## config.mk

```make
export PLATFORM = sky130hd
export DESIGN_NAME = serial_adder
export DESIGN_NICKNAME = d
export VERILOG_FILES = /design/src/rtl/serial_adder.sv
export SDC_FILE = /design/constraint.sdc
export NUM_CORES = 1
export LEC_CHECK = 0
export ABC_AREA = 1
export ABC_CLOCK_PERIOD_IN_PS = 1880
export CORE_UTILIZATION = 51
export DETAILED_ROUTE_END_ITERATION = 10
export GPL_TIMING_DRIVEN = 0
export HOLD_SLACK_MARGIN = 0.1
export PLACE_DENSITY = 0.78
export REMOVE_ABC_BUFFERS = 1
export SYNTH_ARGS = -nofsm -noshare
export SYNTH_HDL_FRONTEND = slang
export SYNTH_SLANG_ARGS = --single-unit
```

## constraint.sdc

```tcl
create_clock -name clk -period 1.88 [get_ports clk]
set_clock_uncertainty 0.15 [all_clocks]
set_input_delay 0.188 -clock clk [delete_from_list [all_inputs] [get_ports clk]]
set_output_delay 0.188 -clock clk [all_outputs]
set_load 0.05 [all_outputs]
```

## src/rtl/serial_adder.sv

```systemverilog
// Digit-serial unsigned adder: WIDTH-bit a + b + cin, DIGIT bits per clock, LSB digit first.
// Optional SERIAL_ADDER_SUB_EN adds a 'sub' input selecting a + ~b + cin.
module serial_adder #(
    parameter int unsigned WIDTH = 8,
    parameter int unsigned DIGIT = 1
) (
    input  logic             clk,
    input  logic             rst,
    input  logic             start,
    input  logic [WIDTH-1:0] a,
    input  logic [WIDTH-1:0] b,
    input  logic             cin,
`ifdef SERIAL_ADDER_SUB_EN
    input  logic             sub,
`endif
    output logic             busy,
    output logic             done,
    output logic [WIDTH-1:0] sum,
    output logic             cout
);

    localparam int unsigned DIGIT_NZ = (DIGIT == 0) ? 1 : DIGIT;
    localparam int unsigned STEPS    = WIDTH / DIGIT_NZ;
    localparam int unsigned CW       = (STEPS > 1) ? $clog2(STEPS) : 1;
    localparam int unsigned DW       = DIGIT_NZ + 1;

    generate
        if (WIDTH < 1 || DIGIT < 1 || (WIDTH % DIGIT_NZ) != 0) begin : g_bad_cfg
            $error("serial_adder: DIGIT must be >= 1 and divide WIDTH (WIDTH=%0d DIGIT=%0d)",
                   WIDTH, DIGIT);
        end
    endgenerate

    typedef enum logic [1:0] {
        IDLE = 2'd0,
        RUN  = 2'd1,
        DONE = 2'd2
    } state_t;

    state_t           state_q, state_d;
    logic [WIDTH-1:0] a_q, a_d;
    logic [WIDTH-1:0] b_q, b_d;
    logic [WIDTH-1:0] res_q, res_d;
    logic             carry_q, carry_d;
    logic [CW-1:0]    cnt_q, cnt_d;
    logic             busy_d, done_d, cout_d;
    logic [WIDTH-1:0] sum_d;

    logic [DW-1:0]    dsum;
    logic [WIDTH-1:0] res_shift;
    logic [WIDTH-1:0] b_in;

    // One digit of the ripple: low DIGIT bits of both operands plus the linking carry
    always_comb begin
        dsum      = DW'(a_q[DIGIT_NZ-1:0]) + DW'(b_q[DIGIT_NZ-1:0]) + DW'(carry_q);
        res_shift = WIDTH'({dsum[DIGIT_NZ-1:0], res_q} >> DIGIT_NZ);
    end

`ifdef SERIAL_ADDER_SUB_EN
    // Subtraction folds into the captured B operand so the digit adder stays unchanged
    always_comb begin
        b_in = sub ? ~b : b;
    end
`else
    always_comb begin
        b_in = b;
    end
`endif

    // Next-state, datapath and registered-output logic
    always_comb begin
        state_d = state_q;
        a_d     = a_q;
        b_d     = b_q;
        res_d   = res_q;
        carry_d = carry_q;
        cnt_d   = cnt_q;
        sum_d   = sum;
        cout_d  = cout;

        case (state_q)
            IDLE, DONE: begin
                if (start) begin
                    a_d     = a;
                    b_d     = b_in;
                    carry_d = cin;
                    res_d   = '0;
                    cnt_d   = '0;
                    state_d = RUN;
                end else begin
                    state_d = IDLE;
                end
            end
            RUN: begin
                a_d     = a_q >> DIGIT_NZ;
                b_d     = b_q >> DIGIT_NZ;
                res_d   = res_shift;
                carry_d = dsum[DIGIT_NZ];
                cnt_d   = cnt_q + CW'(1);
                if (cnt_q == CW'(STEPS - 1)) begin
                    state_d = DONE;
                    sum_d   = res_shift;
                    cout_d  = dsum[DIGIT_NZ];
                end
            end
            default: begin
                state_d = IDLE;
            end
        endcase

        busy_d = (state_d == RUN);
        done_d = (state_d == DONE);
    end

    always_ff @(posedge clk) begin
        if (rst) begin
            state_q <= IDLE;
            a_q     <= '0;
            b_q     <= '0;
            res_q   <= '0;
            carry_q <= 1'b0;
            cnt_q   <= '0;
            busy    <= 1'b0;
            done    <= 1'b0;
            sum     <= '0;
            cout    <= 1'b0;
        end else begin
            state_q <= state_d;
            a_q     <= a_d;
            b_q     <= b_d;
            res_q   <= res_d;
            carry_q <= carry_d;
            cnt_q   <= cnt_d;
            busy    <= busy_d;
            done    <= done_d;
            sum     <= sum_d;
            cout    <= cout_d;
        end
    end

endmodule
```

==> results.py, run 1 <==
metrics = {
    "run_status": {
        "outcome": "completed",
    },
    "setup_path": {
        "crit_path_start_kind": "flop",
        "crit_slowest_cell": "clkdlybuf4s50_1",
        "critical_path.max_fanout": 2,
        "reg2reg_from": "state_q[0]",
        "crit_family": "buffers and inverters",
        "max_stage_delay_ns": 0.80,
        "rr_endpoint": "sum[3]",
        "crit_chain": "clkdlybuf4s50_1",
        "arrival_ns": 1.48,
        "r2r_slack_ns": 0.20,
        "reg2regPathDepth": 6,
        "cp.buffers_inverters": 1,
        "startpoint": "sum[1]",
        "cp-end-kind": "output port",
        "cp.required_ns": 1.54,
        "path_class": "flop to output port",
    },
    "hold_path": {
        "worstHoldStart": "a[7]",
        "hold_class": "primary input to flop",
        "min_path_cells": 3,
        "min_to": "a_q[7]",
    },
    "timing": {
        "max_freq_mhz": 549.2,
        "drv_slew": 0,
        "rsz0062_at_grt": "true",
        "min_period_over_period_pct": 96.85,
        "timing.final.hold_violations": 0,
        "setup_violations": 0,
        "tightest_slew_ns": 0.8453,
        "layout_setup_ws_ns": 0.05929,
        "min_period_ns": 1.821,
        "slew_headroom_pct": 43.58,
    },
    "cells_and_area": {
        "drive_gt1_share_pct": 6.400,
        "final_cells": 294,
        "n_antenna_cell": 0,
        "nets": 273,
        "utilization_pct": 66.09,
        "syn2layout_area_growth_pct": 20.43,
    },
    "synthesis": {
        "yosysUniqueCellTypes": 21,
        "syn_inst": 224,
        "synthTopCellsByCount": "nand3_1, dfxtp_1, nand2_1, inv_1, nor2_1",
        "syn_avg_cell_area_um2": 7.602,
        "synth_seq_area_share_pct": 47.02,
        "synth_flop_cell": "dfxtp_1",
        "ys_warn_count": 0,
        "yosysMostFrequentCell": "nand3_1",
        "synth_top_area_cell": "dfxtp_1",
        "ys_top_cells_by_area": "dfxtp_1, nand3_1, nand2_1, inv_1, a21oi_1",
        "synth.cell_area_um2": 1703,
        "synth_seq_cells": 40,
        "async_reset_ff_share_pct": 0,
        "synth_edf_count": 0,
        "netlist.area_leader.share_pct": 47.02,
    },
    "die": {
        "num_rows": 20,
        "dieWidth_um": 59.79,
        "pin_count": 31,
        "die_area_um2": 3574,
        "core_um2": 3103,
        "die_h_um": 59.79,
        "start_util_pct": 54.88,
    },
    "global_route": {
        "grt_max_degree": 44,
        "grt_pass1_vias": 1297,
        "grt_overflow": 0,
        "track_usage_pct": 22.68,
        "grt_pass1_wl_um": 5823,
        "antenna_found_initial": 0,
    },
    "clocking": {
        "cts_hold_buf": 0,
        "htree_num_levels": 2,
        "ctsLongestPathBuffers": 2,
        "insertion_delay_ns": 0.35,
        "clk_pin_slew_ns": 0.11,
        "cts_setup_buffers": 0,
        "clkSinkCount": 40,
        "root_buffer": "clkbuf_4",
        "tritoncts": "done",
        "cts_inserted_buffers": 5,
    },
    "job": {
        "maxCapViolCount": 0,
    },
    "route": {
        "wl_per_cell_um": 11.64,
        "vias": 1539,
        "vias_per_cell": 5.235,
        "drt_first_pass_iters": 4,
        "drc": 0,
        "routed_wirelength_um": 3422,
        "ant_nets": 0,
        "drt_first_iter_violations": 100,
    },
    "place": {
        "dp_hpwl_um": 1966,
        "dp.cells": 285,
        "place_ws_ns": -0.5123,
        "io_buffers": 30,
        "gp_congestion": 0.7649,
    },
    "power": {
        "ir_drop_mv": 0.4149,
        "p_leak_nw": 0.9939,
        "p_per_area_nw_per_um2": 768.6,
    },
}
area by class of cell:
cell class | instances | area, um2
timing repair buffer | 30 | 319.1
multi-input combinational | 149 | 734.5
timing repair inverter | 1 | 5.005
clock inverter | 1 | 5.005
clock buffer | 6 | 41.29
sequential | 40 | 800.8
fill | 304 | 1052
inverter | 23 | 90.09
tap | 44 | 55.05
metal layers:
layer / routed length [um] / GRT usage [%] / share of wire [%]
met1: 1588 / 27.84 / 46
met2: 1613 / 35.87 / 47
met3: 146 / 5.195 / 4.3
met4: 73 / 13.95 / 2.1
met5: 0 / 0 / 0
state kept, by name (all words and copies together) (netlist names):
register / count
done: 1
carry_q: 1
cnt_q: 3
a_q: 8
res_q: 7
cout: 1
b_q: 8
sum: 8
state_q: 2
busy: 1
power breakdown:
group	switching, mW	internal (mW)
combinational	0.156	0.101
clock	0.272	0.138
sequential	0.0163	0.893
layout by cell type, fill, tap and decap left out, types with 3 or more instances in the layout:
| master | instances |
|---|---|
| clkdlybuf4s50_1 | 21 |
| nand3_1 | 49 |
| inv_1 | 21 |
| a21oi_1 | 15 |
| o21ai_0 | 3 |
| dlymetal6s2s_1 | 8 |
| clkbuf_4 | 5 |
| nor3_1 | 14 |
| nand2_1 | 40 |
| nor2_1 | 17 |
| dfxtp_1 | 40 |
kinds of logic (layout without fill, tap and decap cells):
kind of cell             count (synthesis)  in the layout  share of synthesized area (%)
adder cells (fa/ha/maj)                  3              3                          2.645
flip-flops                              40             40                          47.02
AND/OR/NAND/NOR                        127            128                          34.53
buffers and inverters                   36             61                          10.51
AO/OA/AOI/OAI                           18             18                          5.290
stage by stage:
step           TNS (ns)  power [mW]  instance area (um2)  hold WS, ns
3_3_place_gp     -7.209       1.173                 1966       0.2970
5_1_grt        -0.01404       1.665                 2051       0.2463
3_5_place_dp     -7.699       1.179                 1966       0.3069
6_report              0       1.576                 2051       0.2386
2_1_floorplan         0       1.090                 1610       0.1071
4_1_cts               0       1.581                 2026       0.2363
how the worst max path moves through the flow:
| stage | to | cells after the start |
|---|---|---|
| floorplan | sum[1] | 6 |
| global placement | sum[1] | 6 |
| detailed placement | sum[1] | 6 |
| CTS | sum[0] | 1 |
| global route | sum[6] | 6 |
| finish | sum[1] | 1 |
timing repair:
action | CTS | global route
resized for setup | 2 | 9
pin swaps | 1 | 1
cloned | 2 | 0
setup endpoints to repair | 7 | 12
(Power assumes the default switching activity.)
==> run 2: changes to the inputs <==
CORE_UTILIZATION = 50   (was 51)
PLACE_DENSITY = default   (was 0.78)
PLACE_DENSITY_LB_ADDON = 0.25   (was default)
==> run 2 against run 1 <==
Fmax grew 0.58%. Clock-buffer cell count is the same. Largest cell class unchanged. Worst setup slack gained 0.010 ns. Sequential power is essentially flat. First-iteration DRC count shrank 31%. Via count shrank 2.3%. Flip-flop and latch count is the same. Critical path depth is the same. Wire length shrank 1.2%. Cell count grew 0.68%. Hold slack gained 0.016 ns.
==> results.py, run 2 (synthesis gave the netlist of run 1 again) <==
metrics = {
    "global_route": {
        "grt_max_degree": 44,
        "grt_pass1_vias": 1229,
        "track_usage_pct": 20.47,
        "grt_pass1_wl_um": 5499,
        "antenna_found_initial": 0,
        "grt_overflow": 0,
    },
    "route": {
        "wl_per_cell_um": 11.43,
        "vias_per_cell": 5.081,
        "drt_first_iter_violations": 69,
        "drc": 0,
        "vias": 1504,
        "met2_wirelength_um": 1549,
        "routed_wirelength_um": 3382,
        "drt_first_pass_iters": 5,
        "highest_layer": "met4",
        "wl_met3_um": 122,
        "ant_nets": 0,
        "wl_met1_um": 1688,
    },
    "cells_and_area": {
        "post-route-cell-area_um2": 2057,
        "final_common_cell": "nand3_1",
        "reg.largest.list": "a_q: 8 flops, b_q: 8 flops, sum: 8 flops",
        "n_antenna_cell": 0,
        "syn2layout_area_growth_pct": 20.79,
        "drive_gt1_share_pct": 7.143,
        "final_cells": 296,
        "layout_common_cells": "nand3_1, nand2_1, dfxtp_1, clkdlybuf4s50_1, inv_1",
        "nets": 275,
    },
    "clocking": {
        "cts_inserted_buffers": 5,
        "clkSinkCount": 40,
        "cts_hold_buf": 0,
        "ctsLongestPathBuffers": 2,
        "root_buffer": "clkbuf_4",
        "insertion_delay_ns": 0.33,
        "clk_pin_slew_ns": 0.11,
        "htree_num_levels": 2,
        "tritoncts": "done",
    },
    "die": {
        "num_rows": 20,
        "start_util_pct": 54.01,
        "pin_count": 31,
        "core_um2": 3153,
        "die_area_um2": 3643,
        "die_h_um": 60.36,
        "dieWidth_um": 60.36,
    },
    "setup_path": {
        "path_class": "flop to output port",
        "crit_path_start_kind": "flop",
        "r2r_slack_ns": 0.18,
        "cp.required_ns": 1.54,
        "crit_family": "buffers and inverters",
        "cp-end-kind": "output port",
        "crit_chain": "clkdlybuf4s50_1",
        "crit_slowest_cell": "clkdlybuf4s50_1",
        "cp.buffers_inverters": 1,
        "rr_endpoint": "busy",
        "critical_path.max_fanout": 2,
        "reg2reg_from": "state_q[0]",
        "arrival_ns": 1.47,
        "max_stage_delay_ns": 0.80,
        "reg2regPathDepth": 5,
    },
    "timing": {
        "drv_slew": 0,
        "min_period_over_period_pct": 96.29,
        "timing.final.hold_violations": 0,
        "min_period_ns": 1.810,
        "tightest_slew_ns": 0.8316,
        "max_freq_mhz": 552.4,
        "rsz0062_at_grt": "false",
        "slew_headroom_pct": 44.50,
        "setup_violations": 0,
        "layout_setup_ws_ns": 0.06974,
    },
    "power": {
        "p_sw_share_pct": 27.22,
        "p_per_area_nw_per_um2": 758.0,
        "clkPwrFrac_pct": 25.1,
        "ir_drop_mv": 0.4972,
        "totalPowerFinal_mw": 1.559,
        "p_leak_nw": 0.9441,
        "comb_power_share_pct": 16.6,
        "seq_power_share_pct": 58.3,
        "internal-power_mw": 1.135,
        "switchingPower_mw": 0.4245,
    },
    "run_status": {
        "outcome": "completed",
    },
    "place": {
        "placed_area_um2": 1966,
        "io_buffers": 30,
        "dp_hpwl_um": 1869,
        "dp.cells": 285,
        "gp_congestion": 0.7141,
        "place_ws_ns": -0.5172,
    },
    "hold_path": {
        "worstHoldStart": "a[7]",
        "hold_class": "primary input to flop",
        "min_path_cells": 3,
        "min_to": "a_q[7]",
    },
    "job": {
        "maxCapViolCount": 0,
    },
}
==> run 2: cell types whose count changed in the layout (fill, tap and decap cells not counted) <==
cell	delta
clkdlybuf4s50_1	+4
dlymetal6s2s_1	-3
buf_4	+2
clkinvlp_2	-1
clkinvlp_4	+1
dlygate4sd2_1	-1
nand2_2	+1
nand2_4	-1
==> run 2: worst max-delay path by stage <==
stage | start | to | slack (ns) | cells past startpoint
after floorplan | state_q[0] | sum[1] | 0.32 | 6
after global placement | rst | sum[2] | -0.49 | 6
after detailed placement | rst | sum[3] | -0.52 | 6
after CTS | sum[0] | sum[0] | 0.04 | 1
after global routing | sum[0] | sum[0] | 0.002 | 1
final | sum[0] | sum[0] | 0.07 | 1
==> run 2: timing repair <==
item                       CTS  global route
cloned                       2             0
buffers inserted             2             0
setup endpoints to repair    8             5
pin swaps                    0             0
gates resized for setup      2             5
==> run 2: area by class of cell <==
type | instances | area, um2
inverters | 23 | 90.09
multi-input cells | 149 | 729.5
fillers | 298 | 1096
repair buffers | 32 | 327.8
clock buffers | 6 | 41.29
flip-flops and latches | 40 | 800.8
well taps | 44 | 55.05
clock inverters | 1 | 5.005
repair inverters | 1 | 7.507
==> run 2: per-stage QoR <==
stage	setup TNS, ns	hold WS [ns]	utilization (%)
CTS	0	0.2376	64.84
global placement	-7.483	0.2984	62.34
detailed placement	-8.301	0.3075	62.34
finish	0	0.2544	65.24
global route	0	0.2591	65.24
floorplan	0	0.1071	-
==> run 2: power by group through the flow <==
stage	Combinational (mW)	Sequential, mW	Clock (mW)
finish	0.259	0.909	0.391
global route	0.295	0.915	0.455
CTS	0.261	0.909	0.407
detailed placement	0.250	0.928	0
global placement	0.248	0.926	0
floorplan	0.159	0.931	0
==> run 2: layer usage <==
metal,GRT usage (%),up-vias
li1,-,786
met1,27.30,686
met2,31.87,30
met3,5.757,2
met4,6.977,0
met5,0,-
==> run 3: changes to the inputs <==
CAP_MARGIN = 25   (was default)
PLACE_DENSITY = 0.79   (was default)
PLACE_DENSITY_LB_ADDON = default   (was 0.25)
==> run 3 against run 2 <==
Sequential power hardly changed. Wire length is 1.2% higher. Register-to-register slack better by 0.03 ns. Final area is 1.2% higher. Critical path type unchanged. Fmax is 0.68% lower. Clock-buffer cell count stayed put. Worst setup slack worse by 0.012 ns. Critical endpoint is now sum[3].
==> results.py, run 3 (synthesis gave the netlist of run 1 again) <==
metrics = {
    "power": {
        "p_leak_nw": 1.008,
        "p_per_area_nw_per_um2": 824.9,
        "ir_drop_mv": 0.6541,
    },
    "timing": {
        "min_period_over_period_pct": 96.95,
        "min_period_ns": 1.823,
        "hold_ws_ns": 0.2385,
        "tightest_slew_ns": 0.8239,
        "max_freq_mhz": 548.6,
        "slew_headroom_pct": 45.01,
        "timing.final.hold_violations": 0,
        "rsz0062_at_grt": "false",
        "drv_slew": 0,
        "setup_violations": 0,
    },
    "place": {
        "dp_hpwl_um": 1818,
        "gp_congestion": 0.7023,
        "io_buffers": 30,
        "dp.cells": 285,
    },
    "global_route": {
        "grt_pass1_vias": 1218,
        "grt_overflow": 0,
        "antenna_found_initial": 0,
        "track_usage_pct": 20.80,
        "grt_max_degree": 44,
        "grt_pass1_wl_um": 5485,
    },
    "hold_path": {
        "hold_class": "primary input to flop",
        "worstHoldStart": "a[7]",
    },
    "cells_and_area": {
        "reg.largest.list": "a_q: 8 flops, b_q: 8 flops, sum: 8 flops",
        "multi_input_area_um2": 734.5,
        "final_cells": 295,
        "layout_common_cells": "nand3_1, nand2_1, dfxtp_1, inv_1, clkdlybuf4s50_1",
        "fillCellCount": 278,
        "area.sequential_um2": 800.8,
        "n_antenna_cell": 0,
        "drive_gt1_share_pct": 6.773,
        "nets": 273,
        "final_common_cell": "nand3_1",
        "syn2layout_area_growth_pct": 22.19,
    },
    "run_status": {
        "outcome": "completed",
    },
    "clocking": {
        "root_buffer": "clkbuf_4",
        "cts_inserted_buffers": 5,
        "tritoncts": "done",
        "insertion_delay_ns": 0.35,
        "ctsLongestPathBuffers": 2,
        "cts_hold_buf": 0,
        "clkSinkCount": 40,
        "clk_pin_slew_ns": 0.11,
        "htree_num_levels": 2,
    },
    "route": {
        "drc": 0,
        "drt_first_iter_violations": 99,
        "vias_per_cell": 5.119,
        "routed_wirelength_um": 3423,
        "ant_nets": 0,
        "vias": 1510,
        "drt_first_pass_iters": 4,
        "wl_per_cell_um": 11.60,
    },
    "die": {
        "die_area_um2": 3643,
        "num_rows": 20,
        "start_util_pct": 54.01,
        "core_um2": 3153,
        "pin_count": 31,
        "die_h_um": 60.36,
        "dieWidth_um": 60.36,
    },
    "setup_path": {
        "cp-end-kind": "output port",
        "arrival_ns": 1.48,
        "crit_chain": "clkdlybuf4s50_1",
        "cp.buffers_inverters": 1,
        "crit_slowest_cell": "clkdlybuf4s50_1",
        "path_class": "flop to output port",
        "crit_path_start_kind": "flop",
        "critical_path.max_fanout": 2,
        "cp.required_ns": 1.54,
        "max_stage_delay_ns": 0.80,
        "reg2reg_from": "state_q[0]",
        "startpoint": "sum[3]",
        "crit_family": "buffers and inverters",
    },
    "job": {
        "maxCapViolCount": 0,
    },
}
run 3: final timing paths:
check | endpoint | slack, ns | cells after the start
worst min register to register | sum[3] | 0.32 | 2
worst min-delay path | a_q[7] | 0.24 | 3
worst max-delay path | sum[3] | 0.06 | 1
worst max register to register | cnt_q[2] | 0.21 | 4
run 3: cell type report:
cell class,count,area share [%]
clock buffer,6,1.984
sequential,40,38.48
tap,44,2.646
timing repair inverter,1,0.2405
multi-input combinational,149,35.30
clock inverter,2,1.684
inverter,23,4.330
timing repair buffer,30,15.33
run 3: layer usage:
layer	GRT usage [%]	share of wire [%]	vias to the layer above	wire, um
met5	0	0	-	0
met2	29.51	45	33	1529
met3	5.117	4.0	6	137
met1	29.44	49	687	1679
li1	-	-	784	-
met4	10.30	2.2	0	76
run 3: per-stage QoR:
step | setup TNS (ns) | instance area [um2] | total power, mW | utilization, % | setup WS [ns]
6_report | 0 | 2081 | 1.716 | 65.99 | 0.05731
5_1_grt | 0 | 2081 | 1.809 | 65.99 | 0.003102
4_1_cts | 0 | 2056 | 1.730 | 65.20 | 0.01970
3_5_place_dp | -7.615 | 1966 | 1.177 | 62.34 | -0.4927
3_3_place_gp | -7.344 | 1966 | 1.174 | 62.34 | -0.4873
2_1_floorplan | 0 | 1610 | 1.090 | - | 0.3247
run 3: timing repair:
item                                    in CTS  in global routing
resized for setup                            2                  9
pin swaps                                    1                  1
endpoints found under the setup margin       7                 10
cloned                                       2                  0
setup buffers                                0                  0
run 3: where the power goes:
group	switching, mW	internal, mW	total, mW
clock	0.272	0.279	0.551
combinational	0.156	0.101	0.257
sequential	0.0151	0.893	0.908
total	0.444	1.27	1.72
